[src/rtl/mem_access_unit.sv]
// mem_access_unit -- memory-stage load/store responder.
//
// Takes one load or store per instruction from the EX/MEM register. The ALU
// byte address is turned into a memory word address, and a req/ack handshake
// runs with the data memory. freeze stays high until the access completes.
// Illegal requests return at once with an err pulse. Accesses with no ack
// abort after TIMEOUT cycles.
//
// Ports:
//   clk        rising-edge clock
//   rst        asynchronous active-low reset
//   mem_r_en   load request
//   mem_w_en   store request
//   alu_res    byte address
//   st_val     store data
//   freeze     stall the pipeline while an access is outstanding
//   rd_data    load result
//   rd_valid   one-cycle pulse, rd_data valid for the current load
//   err        one-cycle pulse: illegal address, both enables, or timeout
//   mem_req    memory request
//   mem_we     1 = write, 0 = read; valid while mem_req is high
//   mem_addr   word address
//   mem_wdata  write data
//   mem_ack    memory completion, only honoured while mem_req is high
//   mem_rdata  read data, valid with mem_ack
module mem_access_unit #(
  parameter int unsigned DATA_W     = 32,
  parameter int unsigned MEM_ADDR_W = 16,
  parameter int unsigned BASE_ADDR  = 1024,
  parameter int unsigned TIMEOUT    = 15
) (
  input  logic                  clk,
  input  logic                  rst,
  input  logic                  mem_r_en,
  input  logic                  mem_w_en,
  input  logic [DATA_W-1:0]     alu_res,
  input  logic [DATA_W-1:0]     st_val,
  output logic                  freeze,
  output logic [DATA_W-1:0]     rd_data,
  output logic                  rd_valid,
  output logic                  err,
  output logic                  mem_req,
  output logic                  mem_we,
  output logic [MEM_ADDR_W-1:0] mem_addr,
  output logic [DATA_W-1:0]     mem_wdata,
  input  logic                  mem_ack,
  input  logic [DATA_W-1:0]     mem_rdata
);

  typedef enum logic [1:0] {IDLE, REQ, DONE} state_t;

  localparam int unsigned         CNT_W     = $clog2(TIMEOUT + 1);
  localparam logic [DATA_W-1:0]   BASE      = DATA_W'(BASE_ADDR);
  // The counter starts at 0 in the first REQ cycle, so the last allowed wait
  // cycle is the one where it reads TIMEOUT-1.
  localparam logic [CNT_W-1:0]    LAST_WAIT = CNT_W'(TIMEOUT - 1);

  state_t            state_q, state_d;
  logic [CNT_W-1:0]  cnt_q;
  logic              timed_out_q;
  logic [DATA_W-1:0] rd_data_q;

  logic [DATA_W-1:0] offset;
  logic [DATA_W-1:0] word_idx;
  logic              addr_ok;
  logic              any_en;
  logic              both_en;
  logic              accept;
  logic              reject;
  logic              expire;

  // Address decode and request classification
  always_comb begin
    offset   = alu_res - BASE;
    word_idx = offset >> 2;
    // Any word-index bit above MEM_ADDR_W means the address is past the end
    // of the memory.
    addr_ok  = (alu_res >= BASE) && (alu_res[1:0] == 2'b00) &&
               ((word_idx >> MEM_ADDR_W) == '0);
    any_en   = mem_r_en | mem_w_en;
    both_en  = mem_r_en & mem_w_en;
    accept   = (state_q == IDLE) && any_en && !both_en && addr_ok;
    reject   = (state_q == IDLE) && any_en && (both_en || !addr_ok);
    expire   = (state_q == REQ) && !mem_ack && (cnt_q == LAST_WAIT);
  end

  // State register
  always_ff @(posedge clk or negedge rst) begin
    if (!rst) state_q <= IDLE;
    else      state_q <= state_d;
  end

  // Next-state logic
  always_comb begin
    state_d = state_q;
    case (state_q)
      IDLE:    if (accept) state_d = REQ;
      REQ:     if (mem_ack || expire) state_d = DONE;
      DONE:    state_d = IDLE;
      default: state_d = IDLE;
    endcase
  end

  // Output logic
  always_comb begin
    freeze   = 1'b0;
    rd_valid = 1'b0;
    err      = 1'b0;
    mem_req  = 1'b0;
    rd_data  = rd_data_q;
    // While reset is held the combinational outputs are forced low as well.
    // This keeps freeze low even if the enables are still asserted.
    if (rst) begin
      case (state_q)
        IDLE: begin
          freeze   = accept;
          err      = reject;
          rd_valid = reject & mem_r_en;
          if (reject) rd_data = '0;
        end
        REQ: begin
          freeze  = 1'b1;
          mem_req = 1'b1;
        end
        DONE: begin
          rd_valid = !mem_we;
          err      = timed_out_q;
        end
        default: ;
      endcase
    end
  end

  // Access registers: address/data latched on accept, load data and timeout
  // status captured when the handshake ends.
  always_ff @(posedge clk or negedge rst) begin
    if (!rst) begin
      mem_addr    <= '0;
      mem_wdata   <= '0;
      mem_we      <= 1'b0;
      cnt_q       <= '0;
      timed_out_q <= 1'b0;
      rd_data_q   <= '0;
    end else begin
      case (state_q)
        IDLE: begin
          if (accept) begin
            mem_addr    <= word_idx[MEM_ADDR_W-1:0];
            mem_wdata   <= st_val;
            mem_we      <= mem_w_en;
            cnt_q       <= '0;
            timed_out_q <= 1'b0;
          end else if (reject) begin
            rd_data_q <= '0;
          end
        end
        REQ: begin
          if (mem_ack) begin
            if (!mem_we) rd_data_q <= mem_rdata;
          end else if (expire) begin
            timed_out_q <= 1'b1;
            rd_data_q   <= '0;
          end else begin
            cnt_q <= cnt_q + 1'b1;
          end
        end
        default: ;
      endcase
    end
  end

endmodule

[config.mk]
export PLATFORM = sky130hd
export DESIGN_NAME = mem_access_unit
export DESIGN_NICKNAME = d
export VERILOG_FILES = /design/src/rtl/mem_access_unit.sv
export SDC_FILE = /design/constraint.sdc
export NUM_CORES = 1
export LEC_CHECK = 0
export ABC_CLOCK_PERIOD_IN_PS = 4600
export BUFFER_PORTS_ARGS = -buffer_cell sky130_fd_sc_hd__buf_2
export CAP_MARGIN = 20
export CORE_ASPECT_RATIO = 1.4
export CORE_MARGIN = 1
export CORE_UTILIZATION = 47
export CTS_CLUSTER_DIAMETER = 30
export DETAILED_ROUTE_END_ITERATION = 6
export GPL_TIMING_DRIVEN = 0
export PLACE_DENSITY = 0.86
export SLEW_MARGIN = 20
export SYNTH_ARGS = -nofsm -noshare
export SYNTH_HDL_FRONTEND = slang
export SYNTH_SLANG_ARGS = --single-unit
[constraint.sdc]
create_clock -name clk -period 4.6 [get_ports clk]
set_input_delay 0.92 -clock clk [delete_from_list [all_inputs] [get_ports clk]]
set_output_delay 0.92 -clock clk [all_outputs]
set_load 0.02 [all_outputs]
Word-level counts from Yosys, hierarchy flattened
Index checks and enable logic that the tools add are counted.

Add/sub/neg operators: 2. Multiply operators: 0. Div/mod/pow operators: 0. Magnitude comparators: 1. Equality and inequality tests: 11. Shifts and indexed selects: 0. Mux-type cells: 27. Bitwise gates (word level): 3. Reduce and logical (&&, ||, !) cells: 23.

Operator list (count): $mux W32 (7); $pmux W32 S2 (1); $ge A32 B11 Y1 const B (1); $logic_not A32 Y1 (1); $sub A32 B11 Y32 const B (1); $mux W4 (3); $reduce_and A4 Y1 (3); $ne A2 B2 Y1 const B (5); $logic_and A1 B1 Y1 (8); $mux W1 (8); $pmux W1 S2 (4); $pmux W4 S2 (1); $ne A3 B3 Y1 const B (2); $add A4 B1 Y4 const B (1); $eq A4 B4 Y1 const B (1); $logic_not A1 Y1 (4); $logic_not A2 Y1 (2); $mux W2 (2); $pmux W2 S2 (1); $reduce_and A2 Y1 (2); $and A1 B1 Y1 (2); $eq A2 B1 Y1 const B (1); $eq A2 B2 Y1 const B (1); $logic_or A1 B1 Y1 (2); other kinds (3) (3).

Register bits after elaboration: 88. Bits in latches: 0. Bits in writable memories: 0. Bits in read-only memories: 0. Output and inout port bits: 85. Word-level logic and storage cells: 74. Memories: 0.

Depth between registers and ports, before layout
Gate-level depths: netlist of the first run.

Depth in word-level cells: 9. Mapped depth: 9. Depth with buffers taken out: 8.

Least setup slack after synthesis of the first run
Ideal clock, no wire load.

Path type: input port to output port. Start: input alu_res[26]. End: output rd_data[10]. Data arrival time: 3498 ps. Required time: 3680 ps. Slack: 182 ps. Cell stages on the path: 8. Path buffers: 1. Cell sequence: or4_4 > or4b_1 > o31a_1 > nor4b_2 > and4b_1 > nor3_2 > clkbuf_1 > nor2b_1.

Longest elaborated chain between the ends: 9. Elaborated cells between the ends (all ways): 11. Classes of those cells: add/sub (1); order compare (1); mux (3); reduce/logical (6).

Ends and longest elaborated chain: from (decl) (RTL line 36) `input logic [DATA_W-1:0] alu_res,`; $sub A32 B11 Y32 / $ge A32 B11 Y1 (equally long branches) (RTL line 74, 78); $logic_not A32 Y1 / $logic_and A1 B1 Y1 (equally long branches) (RTL line 79, 78); $logic_and A1 B1 Y1 * (RTL line 78) `addr_ok = (alu_res >= BASE) && (alu_res[1:0] == 2'b00) &&`; $logic_not A1 Y1 * (RTL line 83) `reject = (state_q == IDLE) && any_en && (both_en || !addr_ok);`; $logic_or A1 B1 Y1 * (RTL line 83); $logic_and A1 B1 Y1 * (RTL line 83); $mux W32 *; $mux W32 * (RTL line 114) `case (state_q)`; $mux W32 * (RTL line 113) `if (rst) begin`; to (decl) (RTL line 39) `output logic [DATA_W-1:0] rd_data,`.

Mark *: on every way between the ends. The rest lies on a longest branch, timed or not.

Final worst setup path of the first run
Start: input alu_res[26]. End: output rd_data[23].

Same word-level chain as after synthesis.

==> results of run 1 <==
-- cell type report --
class / count / area [um^2] / share of cell area [%]
sequential: 88 / 2200 / 38.0
timing repair buffer: 198 / 1180 / 20.4
clock buffer: 10 / 229 / 3.95
multi-input combinational: 214 / 1810 / 31.3
clock inverter: 5 / 82.6 / 1.42
buffer: 14 / 135 / 2.33
inverter: 7 / 26.3 / 0.453
tap: 102 / 128 / 2.20
-- metrics by stage --
step	hold slack [ps]	worst slack (ps)	total power (W)	utilization, %	cells
floorplan	458	182	0.000820	-	322
global placement	464	-271	0.000890	61.7	609
CTS	483	11.8	0.00166	66.5	626
detailed placement	470	-231	0.000896	61.9	610
finish	481	4.87	0.00166	70.3	638
global route	505	-68.8	0.00173	70.3	638
-- registers in the layout, indices dropped and copies added, names as in the netlist --
signal / count
mem_addr: 16
timed_out_q: 1
mem_wdata: 32
cnt_q: 4
state_q: 2
rd_data_q: 32
mem_we: 1
-- metal layers --
layer	GRT usage, %	vias up	wire [um]
met5	0	-	0
met4	12.3	0	246
met3	5.41	25	652
met2	39.4	156	5330
met1	25.3	1655	3930
li1	-	1601	-
-- cells in the mapped netlist, types with 2 or more instances --
| cell type | instances |
|---|---|
| inv_1 | 7 |
| mux2_2 | 38 |
| buf_4 | 3 |
| nand2_1 | 16 |
| ha_1 | 3 |
| nand4_1 | 3 |
| nor3_1 | 5 |
| nor2b_1 | 32 |
| clkbuf_1 | 6 |
| xnor2_1 | 4 |
| a22o_1 | 32 |
| o21ai_0 | 7 |
| and3_1 | 2 |
| o31a_1 | 2 |
| nor2_1 | 14 |
| xor2_1 | 4 |
| buf_6 | 5 |
| dfrtp_1 | 88 |
| mux2_1 | 9 |
| nand3_1 | 4 |
| a21oi_1 | 2 |
| nor4_1 | 6 |
| o31ai_1 | 2 |
-- cell families (layout without fill, tap and decap cells) --
logic type	count (synthesis)	after routing	synth area share (%)
adder cells (fa/ha/maj)	3	3	0.931
AND/OR/NAND/NOR	96	97	14.7
XOR/XNOR	8	8	1.74
buffers and inverters	21	234	3.16
flip-flops	88	88	54.6
AO/OA/AOI/OAI	58	58	11.5
multiplexers	48	48	13.4
-- cell usage in the layout (no fill, tap or decap), types with 9 or more instances in the layout --
master       n
buf_6       14
buf_2      154
buf_4       35
clkbuf_16   11
mux2_2      38
dfrtp_1     88
nor2_1      14
mux2_1       9
nand2_1     15
a22o_1      32
nor2b_1     23
-- how the worst max path moves through the flow --
stage	from	end	slack, ps	depth (start not counted)
after floorplan	alu_res[26]	rd_data[10]	180	8
after global placement	rst	err	-270	6
after detailed placement	alu_res[26]	err	-230	10
after CTS	alu_res[25]	err	10	10
after global routing	alu_res[26]	rd_data[23]	-70	10
final	alu_res[26]	rd_data[23]	5	10
-- timing repair --
action	4_1_cts	5_1_grt
gates resized for setup	15	58
pin swaps	2	4
gates cloned	0	4
endpoints found under the hold margin	0	0
endpoints found under the setup margin	31	31
buffers inserted	1	8
hold buffers	0	0
-- power by group --
group / switching [W] / internal, W
logic: 0.0000688 / 0.0000603
registers: 0.0000000529 / 0.000774
clock network: 0.000286 / 0.000473
-- worst register-to-register path, cell delays in order, from the launching register on --
cell	delay, ps
dfrtp_1	420
inv_1	140
nand2_1	140
nor3b_1	680
clkbuf_1	420
a22o_1	230
==> results.md, run 1 <==
* Wirelength per Cell at approximately 16 um
* DIE HEIGHT at roughly 110 um
* Largest area contributor in the netlist: dfrtp_1
* Setup TNS at 0 ps
* Clock transition at the registers of the reported paths at about 60 ps
* Top FF cell, synth: dfrtp_1
* Startpoint types: primary input
* Die area at around 9000 um^2
* Slew HR at between 20% and 30%
* Worst VDD drop at 0.000225 V
* Nets at approximately 640
* CTS buffer count at 9
* Final Cycle Share at between 90% and 100%
* DRT antenna net count at 0
* #FFs+latches synth at 88
* DR vias/cell at ~5.4
* Tmin final at ~4600 ps
* DR DRC count at 0
* WL final at between 10000 and 15000 um
* Final Setup Violations at 0
* Vias in the first global route at 3346
* Hold Crit Depth at 1
* Worst-path cell chain: buf_6 > or4_4 > or4b_4 > o31a_1 > nor4b_4 > and4b_2 > nor3_4 > clkbuf_16 > nor2b_1 > buf_4
* Syn Std Cell Area at 4030 um^2
* Worst slew pin tran at 1120 ps
* Final Skew at around 5.7 ps
* Root Driver: clkbuf_16
* Async SR Flop Fraction at 100%
* Fin. Hold Viols at 0
* Family with the most delay on the worst path: simple AND/OR/NAND/NOR gates
* Initial Utilization at about 49%
* Vias at ~3.4k
* Area growth, synth to finish at 43.8%
* Yosys top cell area share at 54.6%
* Max-slew violation count at 0
* Seq/Total Area, Yosys at 54.6%
* Total GRT Usage at 22.8%
* Chip Width at around 80 um
* Port Buf Inserts at between 150 and 200
* Critical path arrival at 3680 ps
* Kind of critical path: in -> out
* Max Fclk at 218 MHz
* Fill cell count at 580
* Diodes inserted at 0
* Initial antenna violation count at 0
* Power Density at around 290 nW/um^2
* R2R Setup Slk at 2520 ps
* CTS tree: built
* Global-route wire length before repair at roughly 16000 um
* Total gr overflow at 0
* Status: finished clean
* Latest clock arrival within the worst-skew pair at around 340 ps
* 1st-pass router iterations at 4
* Worst reg2reg path depth at 5
* Bufs and invs on worst path at 3
* Syn. warnings at 0
* Post-synth EDFFs at 0
* Post-Syn Nets at 426
* MaxCap Viol Count at 0
* Max stage delay on crit path at around 550 ps
* Number of top-level pins at roughly 190
* Synthesized instance count at 322
* Library cells used by synthesis at slightly above 50
* Worst r2r src: state_q[1]
* DP HPWL at approximately 7300 um
* Worst hold endpoint: mem_wdata[27]
* Finished Cell Area at between 5000 and 6000 um^2
* H-tree levels at 3
* CP max-delay cell: or4_4
* Post-DP Area at just over 5000 um^2
* Core area at 8250 um^2
* Clock Path Buffers at 2
* Share of cells above drive strength 1 at 53.4%
* Largest net degree at the start of global routing at 50
* Worst-path fanout max at 5
* Hold Crit Start: mem_wdata[27]
* R2R Path End: rd_data_q[26]
* Number of DRC markers in iteration 0 at 143
* Clock sink total at 88
* Placer Congestion at ~0.86
* Area contributors post-synth: dfrtp_1 (55%), mux2_2 (11%), a22o_1 (7.0%)
* Synthesized area per cell at approximately 13 um^2
* Class of the worst hold path: reg -> reg
* Row cnt at 39
* Crit. End Element: output port
* P_leak at 3.17 nW
* Unrepaired setup endpoints after global routing: yes
* CP required at ~3700 ps
Power figures use the tool's default switching activity.
==> inputs of run 2 (changes only) <==
ABC_AREA = 1   (was not set)
CORE_UTILIZATION = 49   (was 47)
PLACE_DENSITY = 0.87   (was 0.86)
==> run 2 against run 1 <==
Compared with the run above:
- synthesized cell count grew 87%
- critical path depth grew 7
- clock power is essentially flat
==> results.md, run 2 <==
* Top cell by count, worst path: nand2_1
* Fill cell count at 767 (was 580)
* Kind of critical path: in -> out (unchanged)
* Max Fclk at 252 MHz (was 218 MHz)
* #FFs+latches synth at 88 (unchanged)
* DR top layer: met4 (unchanged)
* DRT antenna net count at 0 (unchanged)
* Biggest regs: mem_wdata (32), rd_data_q (32), mem_addr (16) (unchanged)
* CTS tree: built (unchanged)
* Fin. Hold Viols at 0 (unchanged)
* Hold WS at 472 ps (was 481 ps)
* DP HPWL at 8480 um (was 7280 um)
* Xor/xnor cell area share of the yosys netlist at 1.93% (was 1.74%)
* Chip Width at 83.3 um (was 80.3 um)
* Clk pwr share at 45.8% (was 45.7%)
* Post-synth EDFFs at 0 (unchanged)
* Area contributors post-synth: dfrtp_1 (49%), nand2_1 (24%), inv_1 (5.1%) (was dfrtp_1 (55%), mux2_2 (11%), a22o_1 (7.0%))
* Crit. End Element: output port (unchanged)
* Combinational fraction of design power at 7.4% (was 7.8%)
* Root Driver: clkbuf_16 (unchanged)
* P_leak at 3.80 nW (was 3.17 nW)
* Vias in the first global route at 4065 (was 3346)
* Bufs and invs on worst path at 6 (was 3)
* Commonest non-fill, non-tap cell in the layout: nand2_1 (was buf_2)
* Max-slew violation count at 0 (unchanged)
* Sw Share at 21.6% (was 21.3%)
* Number of top-level pins at 186 (unchanged)
* Sequential power share at 46.8% (was 46.6%)
* P_int at 0.00130 W (was 0.00131 W)
* Critical path startpoint: alu_res[10] (was alu_res[26])
* DR DRC count at 0 (unchanged)
* Worst-path fanout max at 10 (was 5)
* Area occupied by registers at 2200 um^2 (unchanged)
* Wirelength per Cell at 12.3 um (was 15.9 um)
* Clock sink total at 88 (unchanged)
* Post-Syn Nets at 707 (was 426)
* Mux contribution to synthesized area at 0% (was 13.4%)
* Worst VDD drop at 0.000259 V (was 0.000225 V)
* Family with the most delay on the worst path: simple AND/OR/NAND/NOR gates (unchanged)
* Top cells by count, synth: nand2_1 (295), dfrtp_1 (88), inv_1 (61), nor2_1 (35), nand3_1 (25) (was dfrtp_1 (88), mux2_2 (38), a22o_1 (32), nor2b_1 (32), nand2_1 (16))
* Total gr overflow at 0 (unchanged)
* Startpoint types: primary input (unchanged)
* Hold Buf Count CTS at 0 (unchanged)
* Synthesized-area fraction occupied by adder cells at 0.829% (was 0.931%)
* Final Setup Violations at 0 (unchanged)
* Post-DP Area at 5620 um^2 (was 5110 um^2)
* CP required at 3680 ps (about the same)
* Yosys top cell area share at 48.6% (was 54.6%)
* Power Density at 279 nW/um^2 (was 287 nW/um^2)
* Synthesized instance count at 603 (was 322)
* Slew HR at 62.8% (was 24.8%)
* DR vias/cell at 4.75 (was 5.39)
* Initial antenna violation count at 0 (unchanged)
* Syn Std Cell Area at 4530 um^2 (was 4030 um^2)
* Worst slew pin tran at 553 ps (was 1120 ps)
* 1st-pass router iterations at 6 (was 4)
* Nets at 904 (was 636)
* H-tree levels at 3 (unchanged)
* Port Buf Inserts at 185 (unchanged)
* Commonest cells after routing, fill and taps aside: nand2_1 (295), buf_2 (189), dfrtp_1 (88), inv_1 (61), nor2_1 (35) (was buf_2 (154), dfrtp_1 (88), mux2_2 (38), buf_4 (35), a22o_1 (32))
* Sw power at 0.000358 W (was 0.000355 W)
* Area growth, synth to finish at 30.9% (was 43.8%)
* Share of cells above drive strength 1 at 31.8% (was 53.4%)
* CTS buffer count at 9 (unchanged)
* Routed wire length on met2 at 5980 um (was 5330 um)
* Total GRT Usage at 23.9% (was 22.8%)
* Syn. warnings at 0 (unchanged)
* Final Cycle Share at 86.1% (was 99.9%)
* Placer Congestion at 0.907 (was 0.859)
* Simple-gate share of the synthesized area at 38.3% (was 14.7%)
* Compound-Gate Fraction of Synth Area at 1.68% (was 11.5%)
* Hold Crit Start: rd_data_q[12] (was mem_wdata[27])
* Seq/Total Area, Yosys at 48.6% (was 54.6%)
* Initial Utilization at 50.5% (was 48.9%)
* Number of DRC markers in iteration 0 at 216 (was 143)
* DIE HEIGHT at 116 um (was 112 um)
* Critical path arrival at 3040 ps (was 3680 ps)
* Postcts setup bufs at 0 (was 1)
* Clock Path Buffers at 2 (unchanged)
* CP max-delay cell: nor2_1 (was or4_4)
* Core area at 8980 um^2 (was 8250 um^2)
* Status: finished clean (unchanged)
* Metal3 WL at 558 um (was 652 um)
* Post-CTS resize count at 0 (was 15)
* Max stage delay on crit path at 260 ps (was 550 ps)
* Library cells used by synthesis at 26 (was 51)
* WL final at 11200 um (was 10200 um)
* Class of the worst hold path: reg -> reg (unchanged)
* Unrepaired setup endpoints after global routing: no (was yes)
* Wire length on met1 at 4360 um (was 3930 um)
* Async SR Flop Fraction at 100% (unchanged)
* Diodes inserted at 0 (unchanged)
* Clock transition at the registers of the reported paths at 60 ps (about the same)
* Row cnt at 41 (was 39)
* Tmin final at 3960 ps (was 4600 ps)
* Multi-input gate area at 1940 um^2 (was 1810 um^2)
* Finished Cell Area at 5930 um^2 (was 5800 um^2)
* Largest net degree at the start of global routing at 49 (was 50)
* Combinational family with the most area after synthesis: simple AND/OR/NAND/NOR gates (unchanged)
* Final Skew at 8.70 ps (was 5.66 ps)
* Synthesized area per cell at 7.51 um^2 (was 12.5 um^2)
* Worst-path cell chain: buf_2 > inv_1 > ha_1 > nand2_1 > nor2_1 > nand2_1 > nand2_1 > nand2_1 > inv_1 > nand3_1 > nor2_4 > nand3_4 > nand3_1 > buf_4 > nand2_1 > inv_1 > buf_2 (was buf_6 > or4_4 > or4b_4 > o31a_1 > nor4b_4 > and4b_2 > nor3_4 > clkbuf_16 > nor2b_1 > buf_4)
* MaxCap Viol Count at 0 (unchanged)
* Vias at 4324 (was 3437)
* Most numerous cell in the Yosys netlist: nand2_1 (was dfrtp_1)
* Worst r2r src: state_q[1] (unchanged)
* Global-route wire length before repair at 18300 um (was 15500 um)
* Die area at 9640 um^2 (was 8960 um^2)
* Largest area contributor in the netlist: dfrtp_1 (unchanged)
* Latest clock arrival within the worst-skew pair at 330 ps (was 340 ps)
* Top FF cell, synth: dfrtp_1 (unchanged)
==> run 2: final cells by class <==
type                       instances  share of cell area [%]
buffer                            20                    2.68
clock buffer                      10                    3.86
clock inverter                     5                    1.39
inverter                          62                    3.92
multi-input combinational        433                    32.7
sequential                        88                    37.1
tap                              107                    2.26
timing repair buffer             186                    16.1
==> run 2: power groups by stage <==
stage,logic (W),clock network (W),registers [W]
after floorplan,0.0000437,0,0.000790
after global placement,0.000119,0,0.000790
after detailed placement,0.000123,0,0.000790
after CTS,0.000124,0.000773,0.000775
after global routing,0.000138,0.000808,0.000775
final,0.000123,0.000759,0.000775
==> run 2: path summary, 6_finish.rpt <==
check	slack, ps	cells past startpoint	to
min in group asynchronous	590	1	rd_data_q[11]
setup / recovery	640	17	rd_data[20]
hold / removal	470	2	rd_data_q[12]
setup reg to reg	2620	6	rd_data_q[20]
max in group asynchronous	3390	2	cnt_q[1]
hold reg to reg	470	2	rd_data_q[12]
==> run 2: per-stage QoR <==
stage	setup slack, ps	utilization [%]	instances	power (W)	setup TNS, ps
floorplan	994	-	603	0.000834	0
finish	638	66.1	911	0.00166	0
detailed placement	631	62.6	896	0.000912	0
CTS	613	66.1	911	0.00167	0
global route	389	66.1	911	0.00172	0
global placement	-28.2	62.3	895	0.000909	-389
==> run 2: logic make-up after synthesis <==
| logic type | count (synthesis) |
|---|---|
| xor gates and xnor gates | 10 |
| adders and majority gates | 3 |
| DFF | 88 |
| and+or+nand+nor | 405 |
| buffers and inverters | 82 |
| AOI/OAI and AO/OA | 15 |
==> run 2: worst min-delay path, cell delays in order (launching register included) <==
cell	delay, ps
dfrtp_1	340
nand2_1	60
nand2_1	50
==> run 2: layer usage <==
layer,global-route usage [%],vias to the layer above
met3,5.13,25
met1,26.7,1961
met2,43.8,126
met4,11.1,0
met5,0,-
li1,-,2212
==> inputs of run 3 (changes only) <==
ABC_AREA = not set   (was 1)
CORE_MARGIN = not set   (was 1)
CORE_UTILIZATION = 47   (was 49)
PLACE_DENSITY = 0.8   (was 0.87)
==> run 3 against run 2 <==
Compared with the run above:
- clock skew down 3.3 ps
- fmax down 12%
- clock power down 2.8%
==> results.md, run 3 (synthesis gave the netlist of run 1 again) <==
* Status: finished clean (unchanged)
* Share of cells above drive strength 1 at 51.2% (was 31.8%)
* Setup TNS at 0 ps (unchanged)
* Max-slew violation count at 0 (unchanged)
* Biggest regs: mem_wdata (32), rd_data_q (32), mem_addr (16) (unchanged)
* Slew HR at 38.0% (was 62.8%)
* Startpoint types: primary input (unchanged)
* Total gr overflow at 0 (unchanged)
* Critical path arrival at 3600 ps (was 3040 ps)
* Fill cell count at 643 (was 767)
* Power Density at 293 nW/um^2 (was 279 nW/um^2)
* Number of DRC markers in iteration 0 at 124 (was 216)
* Area occupied by registers at 2200 um^2 (unchanged)
* Latest clock arrival within the worst-skew pair at 340 ps (was 330 ps)
* Wirelength per Cell at 14.8 um (was 12.3 um)
* Area growth, synth to finish at 37.1% (was 30.9%)
* Max stage delay on crit path at 540 ps (was 260 ps)
* Worst hold endpoint: mem_wdata[27] (was rd_data_q[12])
* Hold Crit Depth at 1 (was 2)
* Class of the worst hold path: reg -> reg (unchanged)
* Port Buf Inserts at 185 (unchanged)
* R2R Setup Slk at 2550 ps (was 2620 ps)
* Worst-path cell chain: buf_2 > or4_4 > or4b_4 > o31a_1 > nor4b_4 > buf_4 > nand4b_4 > buf_4 > a31oi_2 > nor2_1 > buf_2 (was buf_2 > inv_1 > ha_1 > nand2_1 > nor2_1 > nand2_1 > nand2_1 > nand2_1 > inv_1 > nand3_1 > nor2_4 > nand3_4 > nand3_1 > buf_4 > nand2_1 > inv_1 > buf_2)
* Max Fclk at 221 MHz (was 252 MHz)
* Core area at 8250 um^2 (was 8980 um^2)
* Kind of critical path: in -> out (unchanged)
* Final Setup Violations at 0 (unchanged)
* Worst VDD drop at 0.000256 V (was 0.000259 V)
* Commonest non-fill, non-tap cell in the layout: buf_2 (was nand2_1)
* R2R Path End: rd_data_q[12] (was rd_data_q[20])
* H-tree levels at 3 (unchanged)
* Initial Utilization at 48.9% (was 50.5%)
* Worst slew pin tran at 923 ps (was 553 ps)
* CTS tree: built (unchanged)
* Vias in the first global route at 3343 (was 4065)
* Diodes inserted at 0 (unchanged)
* Initial antenna violation count at 0 (unchanged)
* Largest net degree at the start of global routing at 53 (was 49)
* DR DRC count at 0 (unchanged)
* Worst r2r src: state_q[1] (unchanged)
* DP HPWL at 7250 um (was 8480 um)
* Worst-path fanout max at 5 (was 10)
* Clock transition at the registers of the reported paths at 60 ps (about the same)
* Final Cycle Share at 98.2% (was 86.1%)
* Vias at 3361 (was 4324)
* DR vias/cell at 5.31 (was 4.75)
* Number of top-level pins at 186 (unchanged)
* Global-route wire length before repair at 15100 um (was 18300 um)
* Tmin final at 4520 ps (was 3960 ps)
* Final Skew at 5.43 ps (was 8.70 ps)
* Final core utilization at 67.0% (was 66.1%)
* 1st-pass router iterations at 4 (was 6)
* Family with the most delay on the worst path: simple AND/OR/NAND/NOR gates (unchanged)
* Clock sink total at 88 (unchanged)
* Row cnt at 39 (was 41)
* Cells after DPL at 610 (was 896)
* DRT antenna net count at 0 (unchanged)
* CTS buffer count at 9 (unchanged)
* Bufs and invs on worst path at 4 (was 6)
* P_leak at 3.10 nW (was 3.80 nW)
* Post-DP Area at 5110 um^2 (was 5620 um^2)
* WL final at 9370 um (was 11200 um)
* Die area at 8960 um^2 (was 9640 um^2)
* CP max-delay cell: or4_4 (was nor2_1)
* Hold Crit Start: mem_wdata[27] (was rd_data_q[12])
* Chip Width at 80.3 um (was 83.3 um)
* DIE HEIGHT at 112 um (was 116 um)
* Root Driver: clkbuf_16 (unchanged)
* Nets at 630 (was 904)
* CP required at 3680 ps (about the same)
* Crit. End Element: output port (unchanged)
* Commonest cells after routing, fill and taps aside: buf_2 (184), dfrtp_1 (88), mux2_2 (38), nor2b_1 (32), a22o_1 (32) (was nand2_1 (295), buf_2 (189), dfrtp_1 (88), inv_1 (61), nor2_1 (35))
* Clock Path Buffers at 2 (unchanged)
* MaxCap Viol Count at 0 (unchanged)
* Placer Congestion at 0.819 (was 0.907)
* Multi-input gate area at 1750 um^2 (was 1940 um^2)
* Total GRT Usage at 22.1% (was 23.9%)
* Fin. Hold Viols at 0 (unchanged)
* Worst reg2reg path depth at 5 (was 6)
* Layout Cells excl Fill at 633 (was 911)
* Finished Cell Area at 5530 um^2 (was 5930 um^2)
[run 3: changes by cell type in the layout (fill, tap and decap cells not counted), sizes merged, moves of 3 or more]
| cell | change |
|---|---|
| mux2 | +47 |
| nand3 | -24 |
| a21oi | -4 |
| inv | -52 |
| nor4 | +7 |
| nand3b | -3 |
| nor2b | +32 |
| nand2 | -301 |
| a22o | +32 |
| nor2 | -33 |
[run 3: worst max path at each step]
stage,end,cells after the start,from
3_5_place_dp,err,10,alu_res[26]
3_3_place_gp,err,6,rst
4_1_cts,err,10,alu_res[26]
2_1_floorplan,rd_data[10],8,alu_res[26]
6_report,rd_valid,11,alu_res[25]
5_1_grt,rd_valid,11,alu_res[26]
[run 3: layer usage]
layer	track usage (%)	part of all wire (%)	up-vias
met5	0	0	-
met4	11.0	2.4	0
met3	6.07	8.6	21
met2	38.6	51	149
met1	24.1	38	1606
li1	-	-	1585
[run 3: final cells by class]
class	count	area share, %
Buffer	14	2.04
Clock buffer	10	4.14
Clock inverter	6	1.38
Inverter	7	0.475
Multi-Input combinational cell	213	31.7
Sequential cell	88	39.8
Tap cell	102	2.31
Timing Repair Buffer	193	18.1
[run 3: repair_timing]
action	in CTS	in global routing
pin swaps	2	3
setup buffers	2	5
hold buffers	0	0
setup endpoints to repair	31	31
resized for setup	10	9
[run 3: power breakdown]
group / internal [W] / switching (W) / leakage, nW / total (W)
sequential: 0.000774 / 0.0000000543 / 1.22 / 0.000774
combinational: 0.0000494 / 0.0000610 / 1.73 / 0.000110
clock: 0.000430 / 0.000307 / 0.150 / 0.000738
[run 3: through the flow]
step	power [W]	hold slack, ps	worst slack (ps)
6_report	0.00162	478	83.7
5_1_grt	0.00169	494	-0.446
4_1_cts	0.00164	485	13.0
3_5_place_dp	0.000895	471	-279
3_3_place_gp	0.000890	462	-195
2_1_floorplan	0.000820	458	182
